**src/rtl/cp0_tlb_param_pkg.sv**
```systemverilog
// Shared CP0 definitions: register numbers, ExcCodes and the EntryLo layout
// used by the TLB-aware coprocessor-0 register file.
package cp0_tlb_param_pkg;

   localparam logic [4:0] CP0_INDEX    = 5'd0;
   localparam logic [4:0] CP0_RANDOM   = 5'd1;
   localparam logic [4:0] CP0_ENTRYLO0 = 5'd2;
   localparam logic [4:0] CP0_ENTRYLO1 = 5'd3;
   localparam logic [4:0] CP0_WIRED    = 5'd6;
   localparam logic [4:0] CP0_BADVADDR = 5'd8;
   localparam logic [4:0] CP0_COUNT    = 5'd9;
   localparam logic [4:0] CP0_ENTRYHI  = 5'd10;
   localparam logic [4:0] CP0_COMPARE  = 5'd11;
   localparam logic [4:0] CP0_STATUS   = 5'd12;
   localparam logic [4:0] CP0_CAUSE    = 5'd13;
   localparam logic [4:0] CP0_EPC      = 5'd14;

   localparam logic [4:0] EXC_INT  = 5'd0;
   localparam logic [4:0] EXC_MOD  = 5'd1;
   localparam logic [4:0] EXC_TLBL = 5'd2;
   localparam logic [4:0] EXC_TLBS = 5'd3;
   localparam logic [4:0] EXC_ADEL = 5'd4;
   localparam logic [4:0] EXC_ADES = 5'd5;

   // Bit order matches EntryLo[25:0]: PFN, C, D, V, G
   typedef struct packed {
      logic [19:0] pfn;
      logic [2:0]  c;
      logic        d;
      logic        v;
      logic        g;
   } entryLo_t;

   function automatic logic isAddrExc(input logic [4:0] code);
      return (code >= EXC_MOD) && (code <= EXC_ADES);
   endfunction

   function automatic logic isTlbExc(input logic [4:0] code);
      return (code >= EXC_MOD) && (code <= EXC_TLBS);
   endfunction

   function automatic logic [31:0] packEntryLo(input entryLo_t e);
      return {6'b0, e};
   endfunction

endpackage

```
**src/rtl/cp0_tlb_param_timer.sv**
```systemverilog
// CP0 timer: Count prescaler, Count/Compare registers and the sticky
// timer-interrupt flag that only an mtc0 to Compare clears.
module cp0_tlb_param_timer #(
   parameter int COUNT_DIV = 2
) (
   input  logic        clk,
   input  logic        resetn,
   input  logic        i_countWe,
   input  logic        i_compareWe,
   input  logic [31:0] i_wdata,
   output logic [31:0] o_count,
   output logic [31:0] o_compare,
   output logic        o_ti
);

   localparam int PW = (COUNT_DIV > 1) ? $clog2(COUNT_DIV) : 1;
   localparam logic [PW-1:0] PRESC_MAX = PW'(COUNT_DIV - 1);

   logic [PW-1:0] r_presc;
   logic [31:0]   r_count;
   logic [31:0]   r_compare;
   logic          r_ti;

   always_ff @(posedge clk or negedge resetn) begin
      if (!resetn) begin
         r_presc <= '0;
         r_count <= '0;
      end else if (i_countWe) begin
         r_count <= i_wdata;
         r_presc <= '0;
      end else if (r_presc == PRESC_MAX) begin
         r_presc <= '0;
         r_count <= r_count + 32'd1;
      end else begin
         r_presc <= r_presc + 1'b1;
      end
   end

   // A Compare write acknowledges the interrupt even if the match persists
   always_ff @(posedge clk or negedge resetn) begin
      if (!resetn) begin
         r_compare <= '0;
         r_ti      <= 1'b0;
      end else begin
         if (i_compareWe) begin
            r_compare <= i_wdata;
         end
         if (i_compareWe) begin
            r_ti <= 1'b0;
         end else if (r_count == r_compare) begin
            r_ti <= 1'b1;
         end
      end
   end

   assign o_count   = r_count;
   assign o_compare = r_compare;
   assign o_ti      = r_ti;

endmodule

```
**src/rtl/cp0_tlb_param.sv**
```systemverilog
// Parametrised CP0 register file with TLB management registers.
// Define CP0_RANDOM_EN to build the Random/Wired registers for tlbwr.
module cp0_tlb_param
   import cp0_tlb_param_pkg::*;
#(
   parameter int TLBNUM     = 16,
   parameter int HW_INT_NUM = 6,
   parameter int COUNT_DIV  = 2,
   localparam int IW        = $clog2(TLBNUM)
) (
   input  logic                  clk,
   input  logic                  resetn,
   input  logic [4:0]            raddr,
   output logic [31:0]           rdata,
   input  logic                  mtc0_we,
   input  logic [4:0]            mtc0_waddr,
   input  logic [31:0]           mtc0_wdata,
   input  logic                  ex_valid,
   input  logic [4:0]            ex_code,
   input  logic [31:0]           ex_pc,
   input  logic                  ex_bd,
   input  logic [31:0]           ex_badvaddr,
   input  logic                  eret,
   input  logic [HW_INT_NUM-1:0] hw_int,
   output logic                  int_req,
   output logic [31:0]           epc_out,
   input  logic                  tlbp_we,
   input  logic                  tlbp_found,
   input  logic [IW-1:0]         tlbp_index,
   input  logic                  tlbr_we,
   input  logic [18:0]           r_vpn2,
   input  logic [7:0]            r_asid,
   input  logic                  r_g,
   input  logic [19:0]           r_pfn0,
   input  logic [2:0]            r_c0,
   input  logic                  r_d0,
   input  logic                  r_v0,
   input  logic [19:0]           r_pfn1,
   input  logic [2:0]            r_c1,
   input  logic                  r_d1,
   input  logic                  r_v1,
   output logic [IW-1:0]         w_index,
   output logic [IW-1:0]         rand_index,
   output logic [18:0]           w_vpn2,
   output logic [7:0]            w_asid,
   output logic                  w_g,
   output logic [19:0]           w_pfn0,
   output logic [2:0]            w_c0,
   output logic                  w_d0,
   output logic                  w_v0,
   output logic [19:0]           w_pfn1,
   output logic [2:0]            w_c1,
   output logic                  w_d1,
   output logic                  w_v1
);

   logic [7:0]            r_statusIm;
   logic                  r_statusExl;
   logic                  r_statusIe;
   logic                  r_causeBd;
   logic [4:0]            r_causeExcCode;
   logic [1:0]            r_causeIpSw;
   logic [31:0]           r_epc;
   logic [31:0]           r_badVAddr;
   logic [18:0]           r_entryHiVpn2;
   logic [7:0]            r_entryHiAsid;
   entryLo_t              r_entryLo0;
   entryLo_t              r_entryLo1;
   logic                  r_indexP;
   logic [IW-1:0]         r_index;
   logic [HW_INT_NUM-1:0] r_hwSync1;
   logic [HW_INT_NUM-1:0] r_hwSync2;
   logic                  r_intReq;

   logic        w_mtc0Status;
   logic        w_mtc0Cause;
   logic        w_mtc0Epc;
   logic        w_mtc0EntryHi;
   logic        w_mtc0EntryLo0;
   logic        w_mtc0EntryLo1;
   logic        w_mtc0Index;
   logic        w_mtc0Count;
   logic        w_mtc0Compare;
   logic [31:0] w_count;
   logic [31:0] w_compare;
   logic        w_ti;
   logic [5:0]  w_hwExt;
   logic [7:0]  w_ip;
   logic [31:0] w_randomRead;
   logic [31:0] w_wiredRead;

   assign w_mtc0Status   = mtc0_we && (mtc0_waddr == CP0_STATUS);
   assign w_mtc0Cause    = mtc0_we && (mtc0_waddr == CP0_CAUSE);
   assign w_mtc0Epc      = mtc0_we && (mtc0_waddr == CP0_EPC);
   assign w_mtc0EntryHi  = mtc0_we && (mtc0_waddr == CP0_ENTRYHI);
   assign w_mtc0EntryLo0 = mtc0_we && (mtc0_waddr == CP0_ENTRYLO0);
   assign w_mtc0EntryLo1 = mtc0_we && (mtc0_waddr == CP0_ENTRYLO1);
   assign w_mtc0Index    = mtc0_we && (mtc0_waddr == CP0_INDEX);
   assign w_mtc0Count    = mtc0_we && (mtc0_waddr == CP0_COUNT);
   assign w_mtc0Compare  = mtc0_we && (mtc0_waddr == CP0_COMPARE);

   cp0_tlb_param_timer #(
      .COUNT_DIV (COUNT_DIV)
   ) u_cp0_timer (
      .clk         (clk),
      .resetn      (resetn),
      .i_countWe   (w_mtc0Count),
      .i_compareWe (w_mtc0Compare),
      .i_wdata     (mtc0_wdata),
      .o_count     (w_count),
      .o_compare   (w_compare),
      .o_ti        (w_ti)
   );

   // Exception state: a nested exception keeps the original EPC and BD
   always_ff @(posedge clk or negedge resetn) begin
      if (!resetn) begin
         r_statusIm     <= '0;
         r_statusExl    <= 1'b0;
         r_statusIe     <= 1'b0;
         r_causeBd      <= 1'b0;
         r_causeExcCode <= '0;
         r_causeIpSw    <= '0;
         r_epc          <= '0;
         r_badVAddr     <= '0;
      end else begin
         if (ex_valid) begin
            r_statusExl <= 1'b1;
         end else if (eret) begin
            r_statusExl <= 1'b0;
         end else if (w_mtc0Status) begin
            r_statusExl <= mtc0_wdata[1];
         end
         if (w_mtc0Status) begin
            r_statusIm <= mtc0_wdata[15:8];
            r_statusIe <= mtc0_wdata[0];
         end
         if (ex_valid && !r_statusExl) begin
            r_epc     <= ex_bd ? (ex_pc - 32'd4) : ex_pc;
            r_causeBd <= ex_bd;
         end else if (w_mtc0Epc) begin
            r_epc <= mtc0_wdata;
         end
         if (ex_valid) begin
            r_causeExcCode <= ex_code;
         end
         if (w_mtc0Cause) begin
            r_causeIpSw <= mtc0_wdata[9:8];
         end
         if (ex_valid && isAddrExc(ex_code)) begin
            r_badVAddr <= ex_badvaddr;
         end
      end
   end

   // TLB exceptions preload EntryHi.VPN2 so the refill handler can use it
   always_ff @(posedge clk or negedge resetn) begin
      if (!resetn) begin
         r_entryHiVpn2 <= '0;
         r_entryHiAsid <= '0;
         r_entryLo0    <= '0;
         r_entryLo1    <= '0;
      end else begin
         if (ex_valid && isTlbExc(ex_code)) begin
            r_entryHiVpn2 <= ex_badvaddr[31:13];
         end else if (w_mtc0EntryHi) begin
            r_entryHiVpn2 <= mtc0_wdata[31:13];
         end else if (tlbr_we) begin
            r_entryHiVpn2 <= r_vpn2;
         end
         if (w_mtc0EntryHi) begin
            r_entryHiAsid <= mtc0_wdata[7:0];
         end else if (tlbr_we) begin
            r_entryHiAsid <= r_asid;
         end
         if (w_mtc0EntryLo0) begin
            r_entryLo0 <= entryLo_t'(mtc0_wdata[25:0]);
         end else if (tlbr_we) begin
            r_entryLo0 <= '{pfn: r_pfn0, c: r_c0, d: r_d0, v: r_v0, g: r_g};
         end
         if (w_mtc0EntryLo1) begin
            r_entryLo1 <= entryLo_t'(mtc0_wdata[25:0]);
         end else if (tlbr_we) begin
            r_entryLo1 <= '{pfn: r_pfn1, c: r_c1, d: r_d1, v: r_v1, g: r_g};
         end
      end
   end

   always_ff @(posedge clk or negedge resetn) begin
      if (!resetn) begin
         r_indexP <= 1'b0;
         r_index  <= '0;
      end else if (w_mtc0Index) begin
         r_index <= mtc0_wdata[IW-1:0];
      end else if (tlbp_we) begin
         r_indexP <= ~tlbp_found;
         if (tlbp_found) begin
            r_index <= tlbp_index;
         end
      end
   end

   // Unused upper IP lines read 0; the timer shares IP7 with the last line
   assign w_hwExt = 6'(r_hwSync2);
   assign w_ip    = {w_hwExt[5] | w_ti, w_hwExt[4:0], r_causeIpSw};

   always_ff @(posedge clk or negedge resetn) begin
      if (!resetn) begin
         r_hwSync1 <= '0;
         r_hwSync2 <= '0;
         r_intReq  <= 1'b0;
      end else begin
         r_hwSync1 <= hw_int;
         r_hwSync2 <= r_hwSync1;
         r_intReq  <= (|(w_ip & r_statusIm)) & r_statusIe & ~r_statusExl;
      end
   end

`ifdef CP0_RANDOM_EN
   localparam logic [IW-1:0] RANDOM_TOP = IW'(TLBNUM - 1);

   logic [IW-1:0] r_random;
   logic [IW-1:0] r_wired;
   logic          w_mtc0Wired;

   assign w_mtc0Wired = mtc0_we && (mtc0_waddr == CP0_WIRED);

   // Random walks down to Wired, then restarts from the top entry
   always_ff @(posedge clk or negedge resetn) begin
      if (!resetn) begin
         r_random <= RANDOM_TOP;
         r_wired  <= '0;
      end else if (w_mtc0Wired) begin
         r_wired  <= mtc0_wdata[IW-1:0];
         r_random <= RANDOM_TOP;
      end else if (r_random <= r_wired) begin
         r_random <= RANDOM_TOP;
      end else begin
         r_random <= r_random - 1'b1;
      end
   end

   assign rand_index   = r_random;
   assign w_randomRead = 32'(r_random);
   assign w_wiredRead  = 32'(r_wired);
`else
   assign rand_index   = '0;
   assign w_randomRead = '0;
   assign w_wiredRead  = '0;
`endif

   always_comb begin
      rdata = '0;
      case (raddr)
         CP0_INDEX:    rdata = {r_indexP, 31'(r_index)};
         CP0_RANDOM:   rdata = w_randomRead;
         CP0_ENTRYLO0: rdata = packEntryLo(r_entryLo0);
         CP0_ENTRYLO1: rdata = packEntryLo(r_entryLo1);
         CP0_WIRED:    rdata = w_wiredRead;
         CP0_BADVADDR: rdata = r_badVAddr;
         CP0_COUNT:    rdata = w_count;
         CP0_ENTRYHI:  rdata = {r_entryHiVpn2, 5'b0, r_entryHiAsid};
         CP0_COMPARE:  rdata = w_compare;
         CP0_STATUS:   rdata = {9'b0, 1'b1, 6'b0, r_statusIm, 6'b0, r_statusExl, r_statusIe};
         CP0_CAUSE:    rdata = {r_causeBd, w_ti, 14'b0, w_ip, 1'b0, r_causeExcCode, 2'b0};
         CP0_EPC:      rdata = r_epc;
         default:      rdata = '0;
      endcase
   end

   assign int_req = r_intReq;
   assign epc_out = r_epc;
   assign w_index = r_index;
   assign w_vpn2  = r_entryHiVpn2;
   assign w_asid  = r_entryHiAsid;
   assign w_g     = r_entryLo0.g & r_entryLo1.g;
   assign w_pfn0  = r_entryLo0.pfn;
   assign w_c0    = r_entryLo0.c;
   assign w_d0    = r_entryLo0.d;
   assign w_v0    = r_entryLo0.v;
   assign w_pfn1  = r_entryLo1.pfn;
   assign w_c1    = r_entryLo1.c;
   assign w_d1    = r_entryLo1.d;
   assign w_v1    = r_entryLo1.v;

endmodule

```
**config.mk**
```make
export PLATFORM = sky130hd
export DESIGN_NAME = cp0_tlb_param
export DESIGN_NICKNAME = d
export VERILOG_FILES = /design/src/rtl/cp0_tlb_param_pkg.sv /design/src/rtl/cp0_tlb_param_timer.sv /design/src/rtl/cp0_tlb_param.sv
export SDC_FILE = /design/constraint.sdc
export NUM_CORES = 1
export LEC_CHECK = 0
export ABC_AREA = 1
export BUFFER_PORTS_ARGS = -buffer_cell sky130_fd_sc_hd__buf_2
export CORE_MARGIN = 2
export CORE_UTILIZATION = 45
export CTS_BUF_LIST = sky130_fd_sc_hd__clkbuf_4 sky130_fd_sc_hd__clkbuf_8 sky130_fd_sc_hd__clkbuf_16
export DETAILED_ROUTE_END_ITERATION = 12
export PLACE_DENSITY_LB_ADDON = 0.3
export SLEW_MARGIN = 20
export SYNTH_ARGS = -nofsm -noshare
export SYNTH_HDL_FRONTEND = slang
export SYNTH_SLANG_ARGS = --single-unit
```
**constraint.sdc**
```tcl
create_clock -name clk -period 4.3 [get_ports clk]
set_input_delay 1.075 -clock clk [delete_from_list [all_inputs] [get_ports clk]]
set_output_delay 1.075 -clock clk [all_outputs]
set_load 0.03 [all_outputs]
```
==> impl_metrics.yaml <==
run_status:
  run_status: "finished clean"
critical_path:
  crit_path_end_kind: "primary output"
  r2r-end: "u_cp0_timer.o_count[30]"
  timing.critical_path.from_type: "input port"
  critical_path_arrival_ps: 2740
  timing.reg2reg.setup_slack_ps: 2170
  timing.critical_path.fanout_max: 12
  worstSetupPathType: "input port to primary output"
  reg_to_reg_start: "u_cp0_timer.o_count[1]"
  worstRegToRegCells: 8
  critical_path_required_ps: 3220
sta:
  final_slew_viol_count: 0
  report.final.setup_viol: 0
  period_minus_slack_ps: 3819
  transition_time_of_the_tightest_slew_check_pin_ps: 924.7
  timing.slew.headroom: 0.3835
  finalClockSkew_ps: 18.07
  final.period_utilization: 0.8881
  final.setup.tns_ps: 0
  rsz0062_at_grt: "false"
  fmaxAchievable_mhz: 261.9
  hold_violations: 0
min_path:
  min_path_cells: 0
  hp-class: "register to register"
  hold_path_end: "r_hwSync2[4]"
  hold_start: "r_hwSync1[4]"
place:
  buffer_ports.inserted: 354
  dp_hpwl_um: 44190
  dp_cells: 2476
  place.gp.congestion: 0.9843
power_and_ir_drop:
  p_leak_nw: 8.408
  worst_ir_drop_vdd_mv: 0.2967
  pwr_density_cell_nw_per_um2: 452.1
clock_tree:
  clk_transition_reported_paths_ps: 60
  tritoncts_clock_tree: "yes"
  clock-root-buffer: "clkbuf_16"
  post_cts_hold_buffer_count: 0
  postCtsResizedCells: 0
  cts-buffers-inserted: 27
  cts_htree_levels: 1
  clock_sinks: 245
  clock_path_buffers: 3
  cts_post_setup_buffers_inserted: 0
  worst_skew_pair.late_latency_ps: 550
job:
  max-cap-violations: 0
die:
  die_h_um: 181.9
  start_util: 0.4536
  placementRows: 65
  core_area_sq_um: 31390
  die_w_um: 181.9
  die_area_sq_um: 33090
  ios: 359
global_routing:
  grt_remaining_overflow: 0
  grt_start_max_net_pins: 84
  via_count_of_the_first_global_routing_pass: 13860
  grt_usage: 0.3373
  grt_antenna_before_repair: 4
  grt_pass1_wl_um: 84910
logic_synthesis:
  synth_xor_xnor_area_share: 0.03260
  synth-simple-area-share: 0.2155
  ys.flop_type: "dfrtp_1"
  synth-adder-area-share: 0.001757
  synthDominantAreaCellType: "dfrtp_1"
  synth_edf_count: 0
  netlist_cell_types: 48
  syn_inst: 1817
  synth_compound_gate_area_share: 0.1921
  cell_with_the_most_instances_after_synthesis: "nand2_1"
  synth_warnings: 0
  synth_top_family_by_area: "simple AND/OR/NAND/NOR gates"
  seq_area_frac_synth: 0.4305
  post_synthesis_instance_area_sq_um: 14240
  top_area_cell_type_share_of_the_netlist_area: 0.4305
  share_of_synthesized_area_spent_on_multiplexers: 0.009489
  synthTopCellsByArea: "dfrtp_1 (43%), nand2_1 (11%), inv_1 (6.0%), o21ai_0 (5.1%), nand3_1 (4.9%)"
  synth-seq-cells: 245
  most_frequent_cells_after_synthesis: "nand2_1 (408), dfrtp_1 (245), inv_1 (226), o21ai_0 (146), nand3_1 (140)"
  postSynthAreaPerCell_sq_um: 7.838
  synth-async-reset-ratio: 1.000
layout:
  post-route-util: 0.5415
  final-instance-count-excl-fill: 2527
  fillers: 3039
  layout_cells_sized_above_1: 0.2421
  num-nets-final: 2313
  area.growth.synth_to_final_pct: 19.36
detailed_routing:
  met1Wirelength_um: 24580
  route.vias.total: 14870
  route.detailed.wl_per_inst_um: 22.54
  route.final.wire_length_um: 56960
  drt_iter0_drc: 1824
  highest-signal-layer: "met5"
  routed_wire_length_on_met3_um: 6569
  final_antenna_net_count: 0
  vias_per_cell: 5.882
  sum_of_met2_wire_segment_lengths_after_detailed_routing_um: 24160
  number_of_iterations_in_the_first_detailed_routing_pass: 8
  drcViolationCount: 0
## report_power, final
group	switching (mW)	internal (mW)	total, mW
clock network	0.985	1.43	2.42
registers	0.531	2.73	3.26
logic	1.33	0.682	2.01
## worst max-delay path, cell delays in order
cell,delay [ps]
buf_2,150
inv_1,90
nand3_1,270
buf_4,270
o21ai_0,90
a221oi_1,350
nand3_1,210
buf_2,230
## routing by layer
| layer | up-vias | track usage |
|---|---|---|
| li1 | 6648 | - |
| met1 | 7142 | 0.5007 |
| met2 | 961 | 0.5057 |
| met3 | 112 | 0.06358 |
| met4 | 2 | 0.08935 |
| met5 | - | 0 |
## per-stage QoR
stage	setup slack (ps)	hold WS [ps]	area [sq um]	total power [mW]
floorplan	915.0	331.2	14250	4.469
global placement	588.7	336.7	16070	5.209
detailed placement	552.6	335.5	16070	5.240
CTS	538.0	345.2	16990	7.643
global route	394.5	356.5	17000	8.012
finish	481.2	339.0	17000	7.684
## kinds of logic after synthesis
family | Yosys count
and+or+nand+nor | 720
AOI/OAI and AO/OA | 412
buffers and inverters | 372
DFF | 245
xor gates and xnor gates | 53
muxes | 12
adders and majority gates | 2
other | 1
## state kept, by name, summed over array words and instances (netlist names), 8 cells and up
| signal | cells |
|---|---|
| epc_out | 32 |
| w_pfn0 | 20 |
| w_asid | 8 |
| w_vpn2 | 19 |
| w_pfn1 | 20 |
| u_cp0_timer.o_compare | 32 |
| r_badVAddr | 32 |
| u_cp0_timer.o_count | 32 |
| r_statusIm | 8 |
## placed cells by master (no fill, tap or decap), types with 12 or more instances in the layout
cell type / netlist / final
xnor2_1: 19 / 19
xor2_1: 34 / 34
mux2_2: 12 / 12
a21oi_1: 41 / 41
a22oi_1: 16 / 16
nand4_1: 19 / 19
o211ai_1: 51 / 51
buf_2: 33 / 353
o21ai_0: 146 / 146
a221oi_1: 28 / 28
clkbuf_16: 0 / 27
dfrtp_1: 245 / 245
inv_1: 226 / 226
nor3_1: 19 / 19
o221ai_1: 46 / 46
nor2_1: 104 / 103
o22ai_1: 37 / 37
nand3_1: 140 / 138
buf_4: 53 / 33
nand2_1: 408 / 408
## area by class of cell
type	count	area, sq um	area share
multi-input cells	1203	6480	0.3812
inverters	237	889.6	0.05234
clock buffers	39	815.8	0.04799
diodes	2	5.005	0.0002944
well taps	402	503.0	0.02959
repair buffers	389	2069	0.1218
clock inverters	10	103.9	0.006110
flip-flops and latches	245	6131	0.3607
## worst max path at each step
| stage | start | to | slack [ps] | depth (start not counted) |
|---|---|---|---|---|
| final | raddr[3] | rdata[7] | 480 | 8 |
| after global routing | raddr[4] | rdata[12] | 390 | 10 |
| after CTS | raddr[3] | rdata[7] | 540 | 8 |
| after detailed placement | raddr[3] | rdata[7] | 550 | 8 |
| after global placement | raddr[4] | rdata[7] | 590 | 8 |
| after floorplan | raddr[4] | rdata[16] | 920 | 4 |
No activity file was read; power rests on OpenSTA's default activity.
